File: src/rtl/uart_bridge_pkg.sv
// rtl/uart_bridge_pkg.sv - register offsets, STATUS bit indices and FSM encoding for uart_mmio_bridge
package uart_bridge_pkg;

   localparam logic [3:0] TXDATA_OFS = 4'h0;
   localparam logic [3:0] RXDATA_OFS = 4'h4;
   localparam logic [3:0] STATUS_OFS = 4'h8;
   localparam logic [3:0] CTRL_OFS   = 4'hC;

   localparam int ST_W_READY = 0;
   localparam int ST_R_READY = 1;
   localparam int ST_TX_DROP = 2;
   localparam int ST_IE      = 3;
   localparam int CTRL_IE    = 0;

   localparam logic [1:0] S_IDLE    = 2'd0;
   localparam logic [1:0] S_TX_WAIT = 2'd1;
   localparam logic [1:0] S_RESP    = 2'd2;

   localparam logic [31:0] RX_EMPTY_WORD = 32'h8000_0000;

   // Registers are word-spaced, so only offset bits [3:2] select one.
   function automatic logic [1:0] reg_sel(input logic [3:0] ofs);
      return ofs[3:2];
   endfunction

endpackage

File: src/rtl/uart_mmio_bridge.sv
// rtl/uart_mmio_bridge.sv - CPU word bus to UART TX/RX FIFO bridge; UART_MMIO_BRIDGE_IRQ_EN adds the RX irq output
module uart_mmio_bridge
   import uart_bridge_pkg::*;
#(
   parameter int ADDR_WIDTH = 4,
   parameter int TX_TIMEOUT = 1024,
   parameter int TO_BITS    = 16
) (
   input  logic                  CLK,
   input  logic                  RST,
   input  logic                  bus_valid,
   input  logic                  bus_we,
   input  logic [ADDR_WIDTH-1:0] bus_addr,
   input  logic [31:0]           bus_wdata,
   output logic                  bus_ready,
   output logic [31:0]           bus_rdata,
   output logic [7:0]            w_data,
   output logic                  w_valid,
   input  logic                  w_ready,
   input  logic [7:0]            r_data,
   output logic                  r_valid,
   input  logic                  r_ready
`ifdef UART_MMIO_BRIDGE_IRQ_EN
   ,
   output logic                  irq
`endif
);

   localparam logic [TO_BITS-1:0] TO_LAST = TO_BITS'((TX_TIMEOUT > 0) ? TX_TIMEOUT - 1 : 0);

   logic [1:0]         state_q,   state_d;
   logic [TO_BITS-1:0] cnt_q,     cnt_d;
   logic [7:0]         tx_byte_q, tx_byte_d;
   logic [7:0]         w_data_q,  w_data_d;
   logic               w_valid_q, w_valid_d;
   logic [31:0]        rdata_q,   rdata_d;
   logic               tx_drop_q, tx_drop_d;
   logic               ie_q,      ie_d;
   logic [1:0]         sel;
   logic [31:0]        status_word;
   logic               unused_bits;

   assign sel         = bus_addr[3:2];
   assign unused_bits = ^{bus_addr, bus_wdata};
   assign status_word = {28'd0, ie_q, tx_drop_q, r_ready, w_ready};

   always_comb begin
      state_d   = state_q;
      cnt_d     = cnt_q;
      tx_byte_d = tx_byte_q;
      w_data_d  = w_data_q;
      w_valid_d = 1'b0;
      rdata_d   = 32'd0;
      tx_drop_d = tx_drop_q;
      ie_d      = ie_q;
      r_valid   = 1'b0;
      case (state_q)
         S_IDLE: begin
            if (bus_valid && !bus_we) begin
               state_d = S_RESP;
               if (sel == reg_sel(RXDATA_OFS)) begin
                  if (r_ready) begin
                     r_valid = 1'b1;
                     rdata_d = {24'd0, r_data};
                  end else begin
                     rdata_d = RX_EMPTY_WORD;
                  end
               end else if (sel == reg_sel(STATUS_OFS)) begin
                  rdata_d = status_word;
               end else if (sel == reg_sel(CTRL_OFS)) begin
                  rdata_d = {31'd0, ie_q};
               end
            end else if (bus_valid) begin
               state_d = S_RESP;
               if (sel == reg_sel(TXDATA_OFS)) begin
                  tx_byte_d = bus_wdata[7:0];
                  if (w_ready) begin
                     w_valid_d = 1'b1;
                     w_data_d  = bus_wdata[7:0];
                  end else begin
                     cnt_d   = '0;
                     state_d = S_TX_WAIT;
                  end
               end else if (sel == reg_sel(STATUS_OFS)) begin
                  if (bus_wdata[ST_TX_DROP]) tx_drop_d = 1'b0;
               end else if (sel == reg_sel(CTRL_OFS)) begin
                  ie_d = bus_wdata[CTRL_IE];
               end
            end
         end
         S_TX_WAIT: begin
            // The byte is latched, so the push does not depend on bus_wdata still being held.
            if (w_ready) begin
               w_valid_d = 1'b1;
               w_data_d  = tx_byte_q;
               state_d   = S_RESP;
            end else if ((TX_TIMEOUT != 0) && (cnt_q == TO_LAST)) begin
               tx_drop_d = 1'b1;
               state_d   = S_RESP;
            end else begin
               cnt_d = cnt_q + 1'b1;
            end
         end
         S_RESP:  state_d = S_IDLE;
         default: state_d = S_IDLE;
      endcase
   end

   always_ff @(posedge CLK) begin
      if (RST) begin
         state_q   <= S_IDLE;
         cnt_q     <= '0;
         tx_byte_q <= 8'd0;
         w_data_q  <= 8'd0;
         w_valid_q <= 1'b0;
         rdata_q   <= 32'd0;
         tx_drop_q <= 1'b0;
         ie_q      <= 1'b0;
      end else begin
         state_q   <= state_d;
         cnt_q     <= cnt_d;
         tx_byte_q <= tx_byte_d;
         w_data_q  <= w_data_d;
         w_valid_q <= w_valid_d;
         rdata_q   <= rdata_d;
         tx_drop_q <= tx_drop_d;
         ie_q      <= ie_d;
      end
   end

   assign bus_ready = (state_q == S_RESP);
   assign bus_rdata = rdata_q;
   assign w_data    = w_data_q;
   assign w_valid   = w_valid_q;

`ifdef UART_MMIO_BRIDGE_IRQ_EN
   logic irq_q, irq_d;

   assign irq_d = ie_q & r_ready;

   always_ff @(posedge CLK) begin
      if (RST) irq_q <= 1'b0;
      else     irq_q <= irq_d;
   end

   assign irq = irq_q;
`endif

endmodule

File: config.mk
export PLATFORM = sky130hd
export DESIGN_NAME = uart_mmio_bridge
export DESIGN_NICKNAME = d
export VERILOG_FILES = /design/src/rtl/uart_bridge_pkg.sv /design/src/rtl/uart_mmio_bridge.sv
export SDC_FILE = /design/constraint.sdc
export NUM_CORES = 1
export LEC_CHECK = 0
export ABC_AREA = 1
export ABC_CLOCK_PERIOD_IN_PS = 2200
export BUFFER_PORTS_ARGS = -buffer_cell sky130_fd_sc_hd__buf_2
export CORE_UTILIZATION = 39
export CTS_BUF_LIST = sky130_fd_sc_hd__clkbuf_8
export DETAILED_ROUTE_END_ITERATION = 6
export GPL_ROUTABILITY_DRIVEN = 0
export GPL_TIMING_DRIVEN = 0
export PLACE_DENSITY_LB_ADDON = 0.05
export SLEW_MARGIN = 20
export SYNTH_ARGS = -nofsm -noshare
export SYNTH_HDL_FRONTEND = slang
export SYNTH_SLANG_ARGS = --single-unit
File: constraint.sdc
create_clock -name CLK -period 2.2 [get_ports CLK]
set_input_delay 0.22 -clock CLK [delete_from_list [all_inputs] [get_ports CLK]]
set_output_delay 0.22 -clock CLK [all_outputs]
set_load 0.005 [all_outputs]
==> results of run 1 <==
-- cell type report --
cell class | instances | area share
plain buffers | 30 | 0.07219
clock buffers | 5 | 0.02256
clock inverters | 3 | 0.008614
inverters | 46 | 0.05701
multi-input cells | 273 | 0.4356
flip-flops and latches | 46 | 0.3019
well taps | 77 | 0.03158
repair buffers | 43 | 0.07055
-- report_power, final --
group | switching, W | total [W] | leakage, nW | internal [W]
registers | 0.0000135 | 0.000872 | 0.372 | 0.000858
clock network | 0.000341 | 0.000578 | 0.0495 | 0.000237
logic | 0.000174 | 0.000286 | 0.994 | 0.000112
total | 0.000528 | 0.00174 | 1.42 | 0.00121
-- synthesized netlist by cell type, drive strengths merged --
cell / n / area, µm²
o21ai: 31 / 155.1
nand3b: 1 / 7.510
clkbuf: 4 / 15.01
dfxtp: 46 / 920.9
conb: 1 / 3.750
nor3b: 1 / 7.510
a32oi: 1 / 8.760
a21oi: 23 / 137.6
nand2: 87 / 357.9
clkinv: 2 / 8.750
buf: 26 / 205.2
xor2: 2 / 17.52
nand4: 4 / 25.02
a31oi: 1 / 6.260
nand3: 28 / 177.7
inv: 44 / 165.1
or2: 1 / 6.260
ha: 1 / 12.51
nor2: 63 / 282.8
nor3: 6 / 40.04
-- logic make-up (layout without fill, tap and decap cells) --
group	count (synthesis)	count (layout)	synth area share
compound gates	56	56	0.1202
xor+xnor	2	2	0.006841
fa+ha+maj	1	1	0.004884
buf+inv	76	127	0.1539
flops	46	46	0.3595
other cells	1	23	0.001464
simple gates	191	191	0.3532
-- stage by stage --
step / cell area, µm² / utilization / hold slack (ns)
after floorplan: 2644 / - / 0.2992
after global placement: 2955 / 0.4654 / 0.4252
after detailed placement: 2955 / 0.4654 / 0.4247
after CTS: 3050 / 0.4804 / 0.08764
after global routing: 3050 / 0.4804 / 0.08869
final: 3050 / 0.4804 / 0.09117
-- path summary, 6_finish.rpt --
check	start	end	slack, ns
max	cnt_q[0]	cnt_q[0]	0.43
min	r_ready	bus_rdata[31]	0.09
max reg2reg	cnt_q[0]	cnt_q[0]	0.43
min reg2reg	tx_byte_q[3]	tx_byte_q[3]	0.46
-- worst register-to-register path: stages (launching register included) --
cell	delay, ns
dfxtp_1	0.39
ha_1	0.29
nand2_1	0.11
nor2_2	0.11
nand2_2	0.10
clkinv_2	0.09
nand2_1	0.09
nand3_1	0.13
inv_1	0.12
o21ai_0	0.19
nor2_1	0.05
-- cell usage in the layout (no fill, tap or decap), drive strengths merged --
cell     n
a31oi    1
xor2     2
nor3     6
clkinv   2
nor2    63
clkbuf   9
nor3b    1
dfxtp   46
ha       1
nand2   87
a21oi   23
o21ai   31
conb    23
or2      1
nand3   28
inv     47
buf     69
nand4    4
a32oi    1
nand3b   1
-- per-layer routing --
layer  up-vias  GRT usage  wire (µm)
li1       1276          -          -
met1      1038     0.2327       2794
met2        72     0.3033       2792
met3         4    0.03678        313
met4         0    0.06426         48
met5         -          0          0
-- state kept, by name (all words and copies together), names as in the netlist --
signal,flops
bus_rdata,9
cnt_q,16
ie_q,1
state_q,2
tx_byte_q,8
tx_drop_q,1
w_data,8
w_valid,1
==> impl_metrics.json, run 1 <==
{
  "fmax_ghz": 0.5657,
  "dieArea_um2": 6896,
  "critPathKind": "reg2reg",
  "rows": 29,
  "via_per_inst": 4.570,
  "vias": 2390,
  "multi_input_area_um2": 1329,
  "setup_slack_ns": 0.4322,
  "powerDensity_nw_per_um2": 568.9,
  "avgSynthCellArea_um2": 6.867,
  "drc_errors": 0,
  "finalSetupTns_ns": 0,
  "cp-end-kind": "flop",
  "crit_family": "simple AND/OR/NAND/NOR gates",
  "cts_tree": "built",
  "holdPathStages": 2,
  "regArea_um2": 920.9,
  "grt_pass1_wl_mm": 10.21,
  "htree_levels": 2,
  "syn-cell-area_um2": 2561,
  "clock_sinks": 46,
  "power.leakage_nw": 1.416,
  "first_pass_iters": 4,
  "final.min_clock_period_ns": 1.768,
  "crit_fanout": 6,
  "max_cap_violations": 0,
  "crit_chain": "ha_1 -> nand2_1 -> nor2_2 -> nand2_2 -> clkinv_2 -> nand2_1 -> nand3_1 -> inv_1 -> o21ai_0 -> nor2_1",
  "final_nets": 496,
  "report.final.slew_viol_count": 0,
  "ctsHoldBuffers": 0,
  "synth.distinct_cells": 33,
  "power_w": 0.001735,
  "fin_cells": 523,
  "finalSetupViolations": 0,
  "grt_overflow": 0,
  "hpwl_mm": 4.430,
  "clk_latency_ns": 0.31,
  "start_util": 0.4033,
  "cpPeakStageDelay_ns": 0.39,
  "fin_worst_skew_ns": 0.01080,
  "io_buffers": 43,
  "wirelength_mm": 5.949,
  "dp_cells": 515,
  "crit_required_ns": 2.42,
  "status": "finished clean",
  "worst_setup_path_start_kind": "flop",
  "numCtsBuffers": 5,
  "cts_setup_buffers": 0,
  "cp_slowest_cell": "dfxtp_1",
  "cts_buffer_depth": 2,
  "syn_to_final_growth_pct": 19.10,
  "min_path_type": "in2reg",
  "synth_cells": 373,
  "rsz0062_at_grt": "no",
  "routedWlPerCell_um": 11.37,
  "seq_area_frac_synth": 0.3596,
  "antenna_found_initial": 0,
  "path_buf_inv": 2,
  "grt_usage": 0.1819,
  "cp.arrival_ns": 1.99,
  "post_cts_resized": 0,
  "finalCritPeriodShare": 0.8036,
  "fp.dieW_um": 83.04,
  "worstMarginPinSlew_ns": 0.5521,
  "hold_viol_final": 0,
  "die_h_um": 83.04,
  "ff2ff_path_depth": 10,
  "core-area_um2": 6350,
  "dp_slack_ns": 0.4499,
  "clk_pin_slew_worst_paths_ns": 0.10,
  "num_antenna_cells": 0,
  "drive_gt1_frac": 0.2422,
  "grt_max_degree": 18,
  "antenna_left": 0,
  "timing.critical_path.mode_cell": "nand2_1",
  "yosysWarningCount": 0,
  "ys_ff_latch": 46,
  "drt_iter0_markers": 103,
  "cp_num_cells": 10,
  "ios": 93,
  "nFillCells": 660,
  "grt_pass1_vias": 2223,
  "peakVddDrop_mv": 0.2747,
  "slew_headroom": 0.6319,
  "clockRootBuffer": "clkbuf_8"
}
(Power assumes the default switching activity.)
==> run 2: changes to the inputs <==
--- a/config.mk
+++ b/config.mk
@@ -5,8 +5,8 @@
 export SDC_FILE = /design/constraint.sdc
 export NUM_CORES = 1
 export LEC_CHECK = 0
-export ABC_AREA = 1
-export ABC_CLOCK_PERIOD_IN_PS = 2200
+export ABC_AREA = 0
+export ABC_CLOCK_PERIOD_IN_PS = 1650
 export BUFFER_PORTS_ARGS = -buffer_cell sky130_fd_sc_hd__buf_2
 export CORE_UTILIZATION = 39
 export CTS_BUF_LIST = sky130_fd_sc_hd__clkbuf_8
==> constraint.sdc (replaced) <==
create_clock -name CLK -period 1.65 [get_ports CLK]
set_input_delay 0.165 -clock CLK [delete_from_list [all_inputs] [get_ports CLK]]
set_output_delay 0.165 -clock CLK [all_outputs]
set_load 0.005 [all_outputs]
==> impl_metrics.json, run 2 <==
{
  "yosysWarningCount": 0,
  "avgSynthCellArea_um2": 8.671,
  "peakVddDrop_mv": 0.3185,
  "grt_usage": 0.2007,
  "syn-cell-area_um2": 2480,
  "synthTopCellsByCount": "dfxtp_1, nor2_1, nand2_1",
  "seqPwrFrac": 0.523,
  "synth-edff-count": 0,
  "netlist.area_leader.share": 0.3713,
  "setup_slack_ns": -0.07347,
  "critPathKind": "reg2reg",
  "drt_iter0_markers": 102,
  "powerDensity_nw_per_um2": 636.4,
  "slew_headroom": 0.6024,
  "crit_fanout": 5,
  "routedWlPerCell_um": 14.66,
  "r2r_start": "state_q[0]",
  "min_from": "r_data[5]",
  "status": "finished, violations left",
  "antenna_left": 0,
  "synth_cells": 286,
  "vias": 2407,
  "hold_viol_final": 0,
  "cp-end-kind": "flop",
  "sw_frac_of_total": 0.2500,
  "crit_path_start": "state_q[0]",
  "core-area_um2": 6026,
  "finalCritPeriodShare": 1.045,
  "ctsHoldBuffers": 0,
  "internal_power_w": 0.001606,
  "ios": 93,
  "report.final.slew_viol_count": 0,
  "finalSetupViolations": 15,
  "synth_area_leaders": "dfxtp_1, buf_4, nor2_1",
  "cts_tree": "built",
  "final_nets": 421,
  "fmax_ghz": 0.5802,
  "synth_top_area_cell": "dfxtp_1",
  "largest_reg_flops": 16,
  "final.min_clock_period_ns": 1.723,
  "clock_sinks": 46,
  "p_switching_w": 0.0005354,
  "clockRootBuffer": "clkbuf_8",
  "layout_common_cells": "buf_2, buf_4, nor2_1, dfxtp_1, nand2_1",
  "cts_buffer_depth": 2,
  "worst_setup_path_start_kind": "flop",
  "min_path_type": "in2reg",
  "yosysMostFrequentCell": "dfxtp_1",
  "syn_to_final_growth_pct": 35.72,
  "nFillCells": 589,
  "start_util": 0.4115,
  "grt_pass1_wl_mm": 10.32,
  "drive_gt1_frac": 0.4043,
  "place_area_um2": 2885,
  "die_h_um": 81.74,
  "combPwrFrac": 0.107,
  "hpwl_mm": 4.289,
  "fin_worst_skew_ns": 0.01051,
  "regMostFlops": "cnt_q",
  "max_cap_violations": 0,
  "power.leakage_nw": 1.416,
  "htree_levels": 2,
  "seq_area_frac_synth": 0.3713,
  "antenna_found_initial": 0,
  "clk_latency_ns": 0.30,
  "wirelength_mm": 6.538,
  "rsz0062_at_grt": "yes",
  "design_area_um2": 3366,
  "cp.arrival_ns": 1.91,
  "clk_pin_slew_worst_paths_ns": 0.10,
  "crit_required_ns": 1.83,
  "via_per_inst": 5.397,
  "async_flop_share": 0,
  "first_pass_iters": 5,
  "grt_pass1_vias": 2190,
  "power_w": 0.002142,
  "num_antenna_cells": 0,
  "io_buffers": 42,
  "layout_commonest_cell": "buf_2",
  "synth_flop_cell": "dfxtp_1",
  "worstMarginPinSlew_ns": 0.5964,
  "ys_ff_latch": 46,
  "grt_max_degree": 15,
  "dp_slack_ns": -0.2220,
  "synth.distinct_cells": 60,
  "violations": "setup timing",
  "fp.dieW_um": 81.74,
  "dieArea_um2": 6681,
  "p_clk_frac": 0.370,
  "grt_overflow": 0,
  "rows": 28,
  "numCtsBuffers": 5,
  "drc_errors": 0
}
run 2: cell types whose count changed after synthesis, sizes merged, moves of 6 or more:
cell | before | now
nor2 | 63 | 31
o21ai | 31 | 5
clkbuf | 4 | 10
or4 | 0 | 6
mux2i | 0 | 9
nand3 | 28 | 9
inv | 44 | 6
nand2 | 87 | 26
a311oi | 0 | 9
a21oi | 23 | 3
run 2: kinds of logic (layout without fill, tap and decap cells):
group,count (synthesis),in the layout,share of synthesized area
compound gates,53,53,0.1736
fa+ha+maj,1,1,0.005045
buf+inv,46,108,0.1140
flops,46,46,0.3713
mux,11,11,0.04541
other cells,1,23,0.001512
simple gates,128,129,0.2891
run 2: area by class of cell:
type                            instances  area, µm²  share of cell area
Sequential cell                        46      958.4              0.2848
Inverter                                6      22.52            0.006691
Multi-Input combinational cell        217       1564              0.4647
Buffer                                 37      274.0             0.08141
Tap cell                               75      93.84             0.02788
Timing Repair Buffer                   57      347.8              0.1033
Clock buffer                            7      96.34             0.02862
Clock inverter                          1      8.758            0.002602
run 2: per-stage QoR:
| stage | TNS, ns | hold WS (ns) | util | std cells |
|---|---|---|---|---|
| after global routing | -1.607 | 0.06098 | 0.5586 | 446 |
| after CTS | -0.8541 | 0.06290 | 0.5203 | 441 |
| final | -0.6459 | 0.06548 | 0.5586 | 446 |
| after global placement | -5.363 | 0.3680 | 0.4788 | 425 |
| after floorplan | -0.2721 | 0.2408 | - | 308 |
| after detailed placement | -4.625 | 0.3728 | 0.4788 | 425 |
run 2: worst paths after layout:
path              cells past startpoint  slack [ns]            to
hold reg to reg                       2        0.49     w_data[1]
hold / removal                        2        0.07  bus_rdata[5]
setup / recovery                      5       -0.07  tx_byte_q[3]
setup reg to reg                      5       -0.07  tx_byte_q[3]
run 2: per-layer routing:
metal	global-route usage	vias up	share of wire
li1	-	1191	-
met1	0.2719	1127	0.48
met2	0.3198	76	0.45
met3	0.03667	13	0.051
met4	0.06491	0	0.014
met5	0	-	0
run 2: worst max-delay path, cell delays in order (launching register included):
cell	delay (ns)
dfxtp_2	0.34
buf_6	0.11
or3b_4	0.40
or4_4	0.50
mux2i_1	0.20
nor2_1	0.06
run 2: power by group through the flow:
stage          sequential, W  clock (W)  combinational, W
6_report             0.00112   0.000791          0.000229
5_1_grt              0.00112   0.000861          0.000254
2_1_floorplan        0.00116          0          0.000137
3_5_place_dp         0.00116          0          0.000206
3_3_place_gp         0.00116          0          0.000205
4_1_cts              0.00113   0.000805          0.000219
run 2: what timing repair did:
item / in CTS / in global routing
cloned: 2 / 1
endpoints found under the setup margin: 40 / 36
pin swaps: 9 / 17
gates resized for setup: 28 / 45
buffers inserted: 9 / 5
==> run 3: changes to the inputs <==
==> constraint.sdc (replaced) <==
create_clock -name CLK -period 1.65 [get_ports CLK]
set_input_delay 0 -clock CLK [delete_from_list [all_inputs] [get_ports CLK]]
set_output_delay 0 -clock CLK [all_outputs]
set_load 0.005 [all_outputs]
==> impl_metrics.json, run 3 (synthesis gave the netlist of run 2 again) <==
{
  "min_path_type": "in2reg",
  "hpwl_mm": 4.289,
  "rows": 28,
  "first_pass_iters": 4,
  "report.final.slew_viol_count": 0,
  "drt_iter0_markers": 111,
  "final.min_clock_period_ns": 1.732,
  "drive_gt1_frac": 0.3850,
  "layout_commonest_cell": "buf_2",
  "finalSetupTns_ns": -0.6206,
  "regMostFlops": "cnt_q",
  "path_buf_inv": 1,
  "fin_cells": 462,
  "crit_chain": "buf_6 -> or3b_4 -> or4_4 -> mux2i_1 -> nor2_1",
  "grt_pass1_vias": 2259,
  "grt_overflow": 0,
  "final_nets": 437,
  "cpPeakStageDelay_ns": 0.50,
  "core-area_um2": 6026,
  "hold_viol_final": 0,
  "syn_to_final_growth_pct": 41.98,
  "powerDensity_nw_per_um2": 615.3,
  "cts_buffer_depth": 2,
  "cp_slowest_cell": "or4_4",
  "wirelength_mm": 6.686,
  "place_area_um2": 2885,
  "largest_reg_flops": 16,
  "numCtsBuffers": 5,
  "violations": "setup timing",
  "fmax_ghz": 0.5775,
  "status": "finished, violations left",
  "critPathKind": "reg2reg",
  "grt_pass1_wl_mm": 10.64,
  "crit_family": "simple AND/OR/NAND/NOR gates",
  "finalCritPeriodShare": 1.049,
  "clock_sinks": 46,
  "setup_slack_ns": -0.08160,
  "rsz0062_at_grt": "yes",
  "min_from": "r_data[1]",
  "antenna_found_initial": 0,
  "num_antenna_cells": 0,
  "io_buffers": 42,
  "grt_usage": 0.2067,
  "htree_levels": 2,
  "start_util": 0.4115,
  "design_area_um2": 3521,
  "ios": 93,
  "whs_ns": 0.02770,
  "holdPathStages": 3,
  "fp.dieW_um": 81.74,
  "max_cap_violations": 0,
  "dp_cells": 425,
  "clk_latency_ns": 0.30,
  "layout_common_cells": "buf_2, buf_4, nor2_1, dfxtp_1, nand2_1",
  "worst_setup_path_start_kind": "flop",
  "via_per_inst": 5.299,
  "dieArea_um2": 6681,
  "min_to": "bus_rdata[1]",
  "cp-end-kind": "flop",
  "ff2ff_path_depth": 5,
  "clk_pin_slew_worst_paths_ns": 0.09,
  "slew_headroom": 0.6070,
  "cts_tree": "built",
  "fin_worst_skew_ns": 0.009169,
  "r2r_slack_ns": -0.08,
  "power.leakage_nw": 1.482,
  "clockRootBuffer": "clkbuf_8",
  "antenna_left": 0,
  "drc_errors": 0,
  "cp.arrival_ns": 1.91,
  "worstMarginPinSlew_ns": 0.5896,
  "routedWlPerCell_um": 14.47,
  "crit_fanout": 5,
  "r2r_start": "state_q[0]",
  "die_h_um": 81.74,
  "grt_max_degree": 15,
  "crit_required_ns": 1.83,
  "r2r-end": "tx_byte_q[3]",
  "peakVddDrop_mv": 0.3146,
  "finalSetupViolations": 14,
  "vias": 2448
}
[run 3: report_power, final]
part	internal (W)	switching [W]
clock	0.000385	0.000403
sequential	0.00111	0.00000971
combinational	0.000135	0.000123
total	0.00163	0.000536
[run 3: how the worst max path moves through the flow]
stage | startpoint | endpoint | cells after the start
floorplan | state_q[0] | tx_byte_q[0] | 6
global placement | cnt_q[10] | cnt_q[6] | 6
detailed placement | cnt_q[10] | cnt_q[6] | 6
CTS | state_q[0] | tx_byte_q[6] | 5
global route | state_q[0] | tx_byte_q[3] | 5
finish | state_q[0] | tx_byte_q[3] | 5
[run 3: final cells by class]
| class | count | area (µm²) |
|---|---|---|
| clock inverters | 1 | 8.758 |
| repair buffers | 73 | 508.0 |
| flip-flops and latches | 46 | 958.4 |
| fillers | 571 | 2505 |
| plain buffers | 37 | 274.0 |
| well taps | 75 | 93.84 |
| multi-input cells | 217 | 1559 |
| clock buffers | 7 | 96.34 |
| inverters | 6 | 22.52 |
[run 3: routing by layer]
metal	vias up	track usage	wire length [µm]
li1	1227	-	-
met1	1154	0.2753	3233
met2	58	0.3380	3146
met3	9	0.03667	235
met4	0	0.06316	70
met5	-	0	0
[run 3: through the flow]
stage / power (W) / util / setup slack [ns]
2_1_floorplan: 0.001293 / - / -0.03401
3_3_place_gp: 0.001362 / 0.4788 / -0.2723
3_5_place_dp: 0.001363 / 0.4788 / -0.2220
4_1_cts: 0.002179 / 0.5469 / -0.09991
5_1_grt: 0.002269 / 0.5843 / -0.1282
6_report: 0.002167 / 0.5843 / -0.08160
[run 3: repair_timing]
item	4_1_cts	5_1_grt
hold buffers	16	0
setup buffers	9	5
gates resized for setup	28	44
endpoints found under the hold margin	24	0
pin swaps	9	17
gates cloned	2	1
endpoints found under the setup margin	40	35
[run 3: tightest hold or removal path: stages]
cell     delay (ns)
buf_2          0.10
a21oi_1        0.11
nor3b_1        0.07
